File: config.mk
export PLATFORM = sky130hd
export DESIGN_NAME = serial_2wire_arbiter
export DESIGN_NICKNAME = d
export VERILOG_FILES = /design/src/rtl/serial_2wire_arbiter.sv
export SDC_FILE = /design/constraint.sdc
export NUM_CORES = 1
export LEC_CHECK = 0
export BUFFER_PORTS_ARGS = -buffer_cell sky130_fd_sc_hd__buf_2
export CAP_MARGIN = 0
export CORE_ASPECT_RATIO = 0.6
export CORE_MARGIN = 2
export CORE_UTILIZATION = 25
export DETAILED_ROUTE_END_ITERATION = 6
export PLACE_DENSITY = 0.74
export SYNTH_ARGS = -nofsm -noshare
export SYNTH_HDL_FRONTEND = slang
export SYNTH_SLANG_ARGS = --single-unit
File: constraint.sdc
create_clock -name in_clk -period 1.05 [get_ports in_clk]
set_input_delay 0.21 -clock in_clk [delete_from_list [all_inputs] [get_ports in_clk]]
set_output_delay 0.21 -clock in_clk [all_outputs]
set_load 0.02 [all_outputs]
File: src/rtl/serial_2wire_arbiter.sv
// serial_2wire_arbiter
// Shares a single serial_2wire master between NUM_REQ requesters using
// round-robin arbitration with transaction-level locking. The owner keeps
// the bus until it drops enable and the bus reports ready again.
// Optional build macro: SERIAL_ARB_TIMEOUT_EN (forces release of an owner
// that holds the bus for MAX_HOLD_CYCLES cycles).
module serial_2wire_arbiter #(
    parameter int NUM_REQ         = 2,
    parameter int BITS            = 8,
    parameter int ADDR_BITS       = 8,
    parameter int MAX_HOLD_CYCLES = 1_000_000
) (
    input  logic                          in_clk,
    input  logic                          in_rst,
    input  logic [NUM_REQ-1:0]            in_req_enable,
    input  logic [NUM_REQ-1:0]            in_req_write,
    input  logic [NUM_REQ*ADDR_BITS-1:0]  in_req_addr_write,
    input  logic [NUM_REQ*ADDR_BITS-1:0]  in_req_addr_read,
    input  logic [NUM_REQ*BITS-1:0]       in_req_data,
    output logic [NUM_REQ-1:0]            out_req_ready,
    output logic [NUM_REQ-1:0]            out_req_next_word,
    output logic [NUM_REQ-1:0]            out_req_error,
    output logic [BITS-1:0]               out_req_data,
    output logic [NUM_REQ-1:0]            out_grant,
    output logic [NUM_REQ-1:0]            out_timeout,
    output logic                          out_bus_enable,
    output logic                          out_bus_write,
    output logic [ADDR_BITS-1:0]          out_bus_addr_write,
    output logic [ADDR_BITS-1:0]          out_bus_addr_read,
    output logic [BITS-1:0]               out_bus_data,
    input  logic                          in_bus_ready,
    input  logic                          in_bus_next_word,
    input  logic                          in_bus_error,
    input  logic [BITS-1:0]               in_bus_data
);

    localparam int IDX_W = (NUM_REQ > 1) ? $clog2(NUM_REQ) : 1;

    typedef enum logic [1:0] {
        ST_IDLE    = 2'd0,
        ST_BUSY    = 2'd1,
        ST_RELEASE = 2'd2
    } state_t;

    state_t           state_reg, state_next;
    logic [IDX_W-1:0] grant_idx_reg, grant_idx_next;
    logic [IDX_W-1:0] last_grant_reg, last_grant_next;
    logic [IDX_W-1:0] pick_idx;
    logic             pick_valid;
    logic             timeout_hit;
    logic             route_en;
    logic             sel_enable;

    logic [ADDR_BITS-1:0] addr_write_arr [NUM_REQ];
    logic [ADDR_BITS-1:0] addr_read_arr  [NUM_REQ];
    logic [BITS-1:0]      data_arr       [NUM_REQ];

    // Owner-side routing is active while a grant is held (BUSY or RELEASE)
    assign route_en   = (state_reg != ST_IDLE);
    assign sel_enable = in_req_enable[grant_idx_reg];

    // Per-requester unpacking of the flattened buses and owner-only routing back
    generate
        for (genvar gi = 0; gi < NUM_REQ; gi++) begin : g_req
            assign addr_write_arr[gi]    = in_req_addr_write[gi*ADDR_BITS +: ADDR_BITS];
            assign addr_read_arr[gi]     = in_req_addr_read[gi*ADDR_BITS +: ADDR_BITS];
            assign data_arr[gi]          = in_req_data[gi*BITS +: BITS];
            assign out_grant[gi]         = route_en && (grant_idx_reg == IDX_W'(gi));
            assign out_req_ready[gi]     = out_grant[gi] && in_bus_ready;
            assign out_req_next_word[gi] = out_grant[gi] && in_bus_next_word;
            assign out_req_error[gi]     = out_grant[gi] && in_bus_error;
            assign out_timeout[gi]       = out_grant[gi] && timeout_hit;
        end
    endgenerate

`ifdef SERIAL_ARB_TIMEOUT_EN
    localparam int CNT_W = $clog2(MAX_HOLD_CYCLES + 1);
    logic [CNT_W-1:0] hold_cnt_reg;

    // Hold counter: zero outside BUSY, so it starts at 0 on the first BUSY cycle
    always_ff @(posedge in_clk) begin
        if (in_rst || state_reg != ST_BUSY) begin
            hold_cnt_reg <= '0;
        end else begin
            hold_cnt_reg <= hold_cnt_reg + 1'b1;
        end
    end

    assign timeout_hit = (state_reg == ST_BUSY) &&
                         (hold_cnt_reg == CNT_W'(MAX_HOLD_CYCLES - 1));
`else
    // Unlimited hold time: never forces a release
    assign timeout_hit = 1'b0;
`endif

    // Round-robin search starting just after the last owner; the loop runs
    // from the farthest candidate down so the nearest requesting one wins
    always_comb begin
        int cand;
        pick_idx   = '0;
        pick_valid = 1'b0;
        cand       = 0;
        for (int k = NUM_REQ; k >= 1; k--) begin
            cand = (int'(last_grant_reg) + k) % NUM_REQ;
            if (in_req_enable[IDX_W'(cand)]) begin
                pick_idx   = IDX_W'(cand);
                pick_valid = 1'b1;
            end
        end
    end

    // Next-state logic: grant in IDLE, watch the owner in BUSY, wait for bus ready in RELEASE
    always_comb begin
        state_next      = state_reg;
        grant_idx_next  = grant_idx_reg;
        last_grant_next = last_grant_reg;
        case (state_reg)
            ST_IDLE: begin
                if (pick_valid && in_bus_ready) begin
                    grant_idx_next = pick_idx;
                    state_next     = ST_BUSY;
                end
            end
            ST_BUSY: begin
                if (!sel_enable || timeout_hit) begin
                    state_next = ST_RELEASE;
                end
            end
            ST_RELEASE: begin
                if (in_bus_ready) begin
                    last_grant_next = grant_idx_reg;
                    state_next      = ST_IDLE;
                end
            end
            default: begin
                state_next = ST_IDLE;
            end
        endcase
    end

    // State registers; reset makes requester 0 the first round-robin winner
    always_ff @(posedge in_clk) begin
        if (in_rst) begin
            state_reg      <= ST_IDLE;
            grant_idx_reg  <= '0;
            last_grant_reg <= IDX_W'(NUM_REQ - 1);
        end else begin
            state_reg      <= state_next;
            grant_idx_reg  <= grant_idx_next;
            last_grant_reg <= last_grant_next;
        end
    end

    // Bus-side mux; enable only passes through in BUSY and is killed by reset at once
    assign out_bus_enable     = (state_reg == ST_BUSY) && sel_enable && !timeout_hit && !in_rst;
    assign out_bus_write      = in_req_write[grant_idx_reg];
    assign out_bus_addr_write = addr_write_arr[grant_idx_reg];
    assign out_bus_addr_read  = addr_read_arr[grant_idx_reg];
    assign out_bus_data       = data_arr[grant_idx_reg];

    // Read data is broadcast unregistered
    assign out_req_data = in_bus_data;

endmodule
==> metrics.yaml <==
status: "finished with violations"
violations: "negative setup slack"
num_rows: 14
vdd_ir_drop_max_v: 0.000972
firstDrtPassIters: 4
netlist_instances: 68
cap_violations: 0
clockBufferDepth: 2
syn_to_final_growth_pct: 148
ant_nets: 0
cts-root-buf: "clkbuf_8"
arrival_ps: 1240
path_max_fanout: 10
via_count: 876
clk_latency_ps: 220
io_buffers: 90
reg2reg_depth: 4
dieArea_mm2: 0.00301
syn_avg_cell_area_um2: 9.46
setup_viol: 36
worstPathRequired_ps: 840
min_path_type: "in -> reg"
dp_cells: 188
drive_above_1_share_pct: 90.9
skew_ps: 4.62
cts_buffers: 3
startpoint_type: "register"
drt-wirelength-per-cell_um: 12.8
p_total_uw: 1020
hpwl_um: 1890
grt_pass1_wl_um: 3800
wl_met1_um: 831
syn_area_um2: 643
grt_max_degree: 11
drc_errors: 0
rrSetupSlack_ps: -190
cts-htree-levels: 1
layout.nets: 230
yosysSeqAreaShare_pct: 12.5
n_antenna_cell: 0
io_pins: 109
yosysWarnings: 0
cts_sinks: 4
gp_congestion: 0.794
min_period_ps: 1450
antenna_found_initial: 0
timing.fmax_mhz: 688
rsz0062_at_grt: "yes"
cp-end-kind: "output pin"
wl_met2_um: 1410
wl_met3_um: 253
ys_types: 19
slew_violations: 0
cts_tree: "built"
coreArea_mm2: 0.00247
globalRouteTotalUtil_pct: 15.9
hold_viol_final: 0
path_clk_slew_ps: 30
fin_crit_sh_pct: 139
dr.max_layer_used: "met4"
p_per_area_mw_per_mm2: 640
hp-start: "in_req_enable[0]"
ys_ff_latch: 4
finalWirelength_um: 2500
initialDrtViolationCount: 10
die_x_um: 69.5
via_per_inst: 4.47
initial_core_util_pct: 26.0
r2r_start: "state_reg[0]"
timing.final.ws_setup_ps: -404
grt_pass1_vias: 859
die-height_um: 43.3
holdPathEnd: "state_reg[0]"
hold_depth: 3
power.leakage_uw: 0.000818
r2r-end: "grant_idx_reg"
grt-ovfl-total: 0
crit_type: "reg -> out"
largest_reg_flops: 2
final_cells: 196
[synthesized netlist by cell type]
library cell	n	area (um2)
and4bb_1	1	12.5
nor2_1	6	22.5
nor4b_1	1	8.76
buf_2	2	10.0
conb_1	1	3.75
nor2b_1	1	6.26
and2_1	3	18.8
a31o_1	1	8.76
dfxtp_1	4	80.1
o21a_2	1	8.76
nand4bb_1	1	11.3
nor3b_1	3	22.5
buf_4	12	90.1
o22ai_1	1	6.26
or3b_1	1	8.76
mux2i_1	2	20.0
mux2_1	25	282
nand3b_1	1	7.51
mux2_4	1	15.0
[repair_timing]
item / in CTS / in global routing
cloned: 1 / 0
pin swaps: 7 / 5
hold buffers: 0 / 0
endpoints found under the setup margin: 36 / 38
buffers inserted: 4 / 2
resized for setup: 42 / 18
[worst max-delay path by stage]
| stage | startpoint | end | slack, ps | depth (start not counted) |
|---|---|---|---|---|
| CTS | grant_idx_reg | out_bus_write | -420 | 3 |
| finish | grant_idx_reg | out_bus_data[7] | -400 | 3 |
| detailed placement | grant_idx_reg | out_bus_write | -240 | 3 |
| floorplan | state_reg[0] | out_bus_enable | -70 | 2 |
| global route | grant_idx_reg | out_bus_addr_write[6] | -440 | 3 |
| global placement | grant_idx_reg | out_bus_addr_read[0] | -210 | 3 |
[layout make-up]
class,count,area [um2]
Fill cell,204,876
Clock buffer,4,45.0
Multi-Input combinational cell,51,629
Sequential cell,4,88.8
Tap cell,32,40.0
Timing Repair Buffer,105,791
[power by group]
part / switching (uW) / internal [uW]
Combinational: 213 / 304
Clock: 81.1 / 259
Sequential: 6.43 / 155
Total: 301 / 719
[metrics by stage]
step | util (%) | setup slack [ps] | hold WS, ps | setup TNS, ps | area (um2)
finish | 64.5 | -404 | 319 | -12750 | 1590
global route | 64.5 | -439 | 326 | -13970 | 1590
CTS | 62.3 | -423 | 319 | -13210 | 1540
detailed placement | 52.5 | -237 | 420 | -6850 | 1300
global placement | 52.5 | -207 | 420 | -6110 | 1300
floorplan | - | -73.8 | 366 | -1830 | 835
[routing by layer]
layer  vias up  track usage (%)
met3         2             7.13
li1        426                -
met1       403             14.5
met4         0             3.14
met5         -                0
met2        45             32.9
[critical path, cell delays in order (launching register included)]
cell     delay (ps)
dfxtp_4         410
buf_12          160
mux2_4          300
buf_2           160
[cell families (layout without fill, tap and decap cells)]
family                 Yosys count  after routing  share of synthesized area, %
AO/OA/AOI/OAI                    3              3                          3.70
buffers and inverters           14            109                          15.6
flip-flops                       4              4                          12.5
multiplexers                    28             28                          49.2
other                            1              2                         0.583
AND/OR/NAND/NOR                 18             18                          18.5
[placed cells by master (no fill, tap or decap)]
cell       Yosys  final
buf_2          2     64
buf_6          0     28
mux2_4         1     26
buf_4         12      9
nor2_4         0      3
nor3b_4        0      3
and2_2         0      3
nor2_1         6      3
clkbuf_8       0      3
buf_12         0      3
mux2i_1        2      2
conb_1         1      2
dfxtp_4        0      2
o21a_2         1      1
or3b_4         0      1
nor4b_2        0      1
a31o_1         1      1
nor2b_1        1      1
and4bb_1       1      1
nand3b_1       1      1
nand4bb_1      1      1
o22ai_1        1      1
clkbuf_1       0      1
buf_16         0      1
dfxtp_1        4      1
dfxtp_2        0      1
Note: power is estimated with default switching activity, not from simulation.
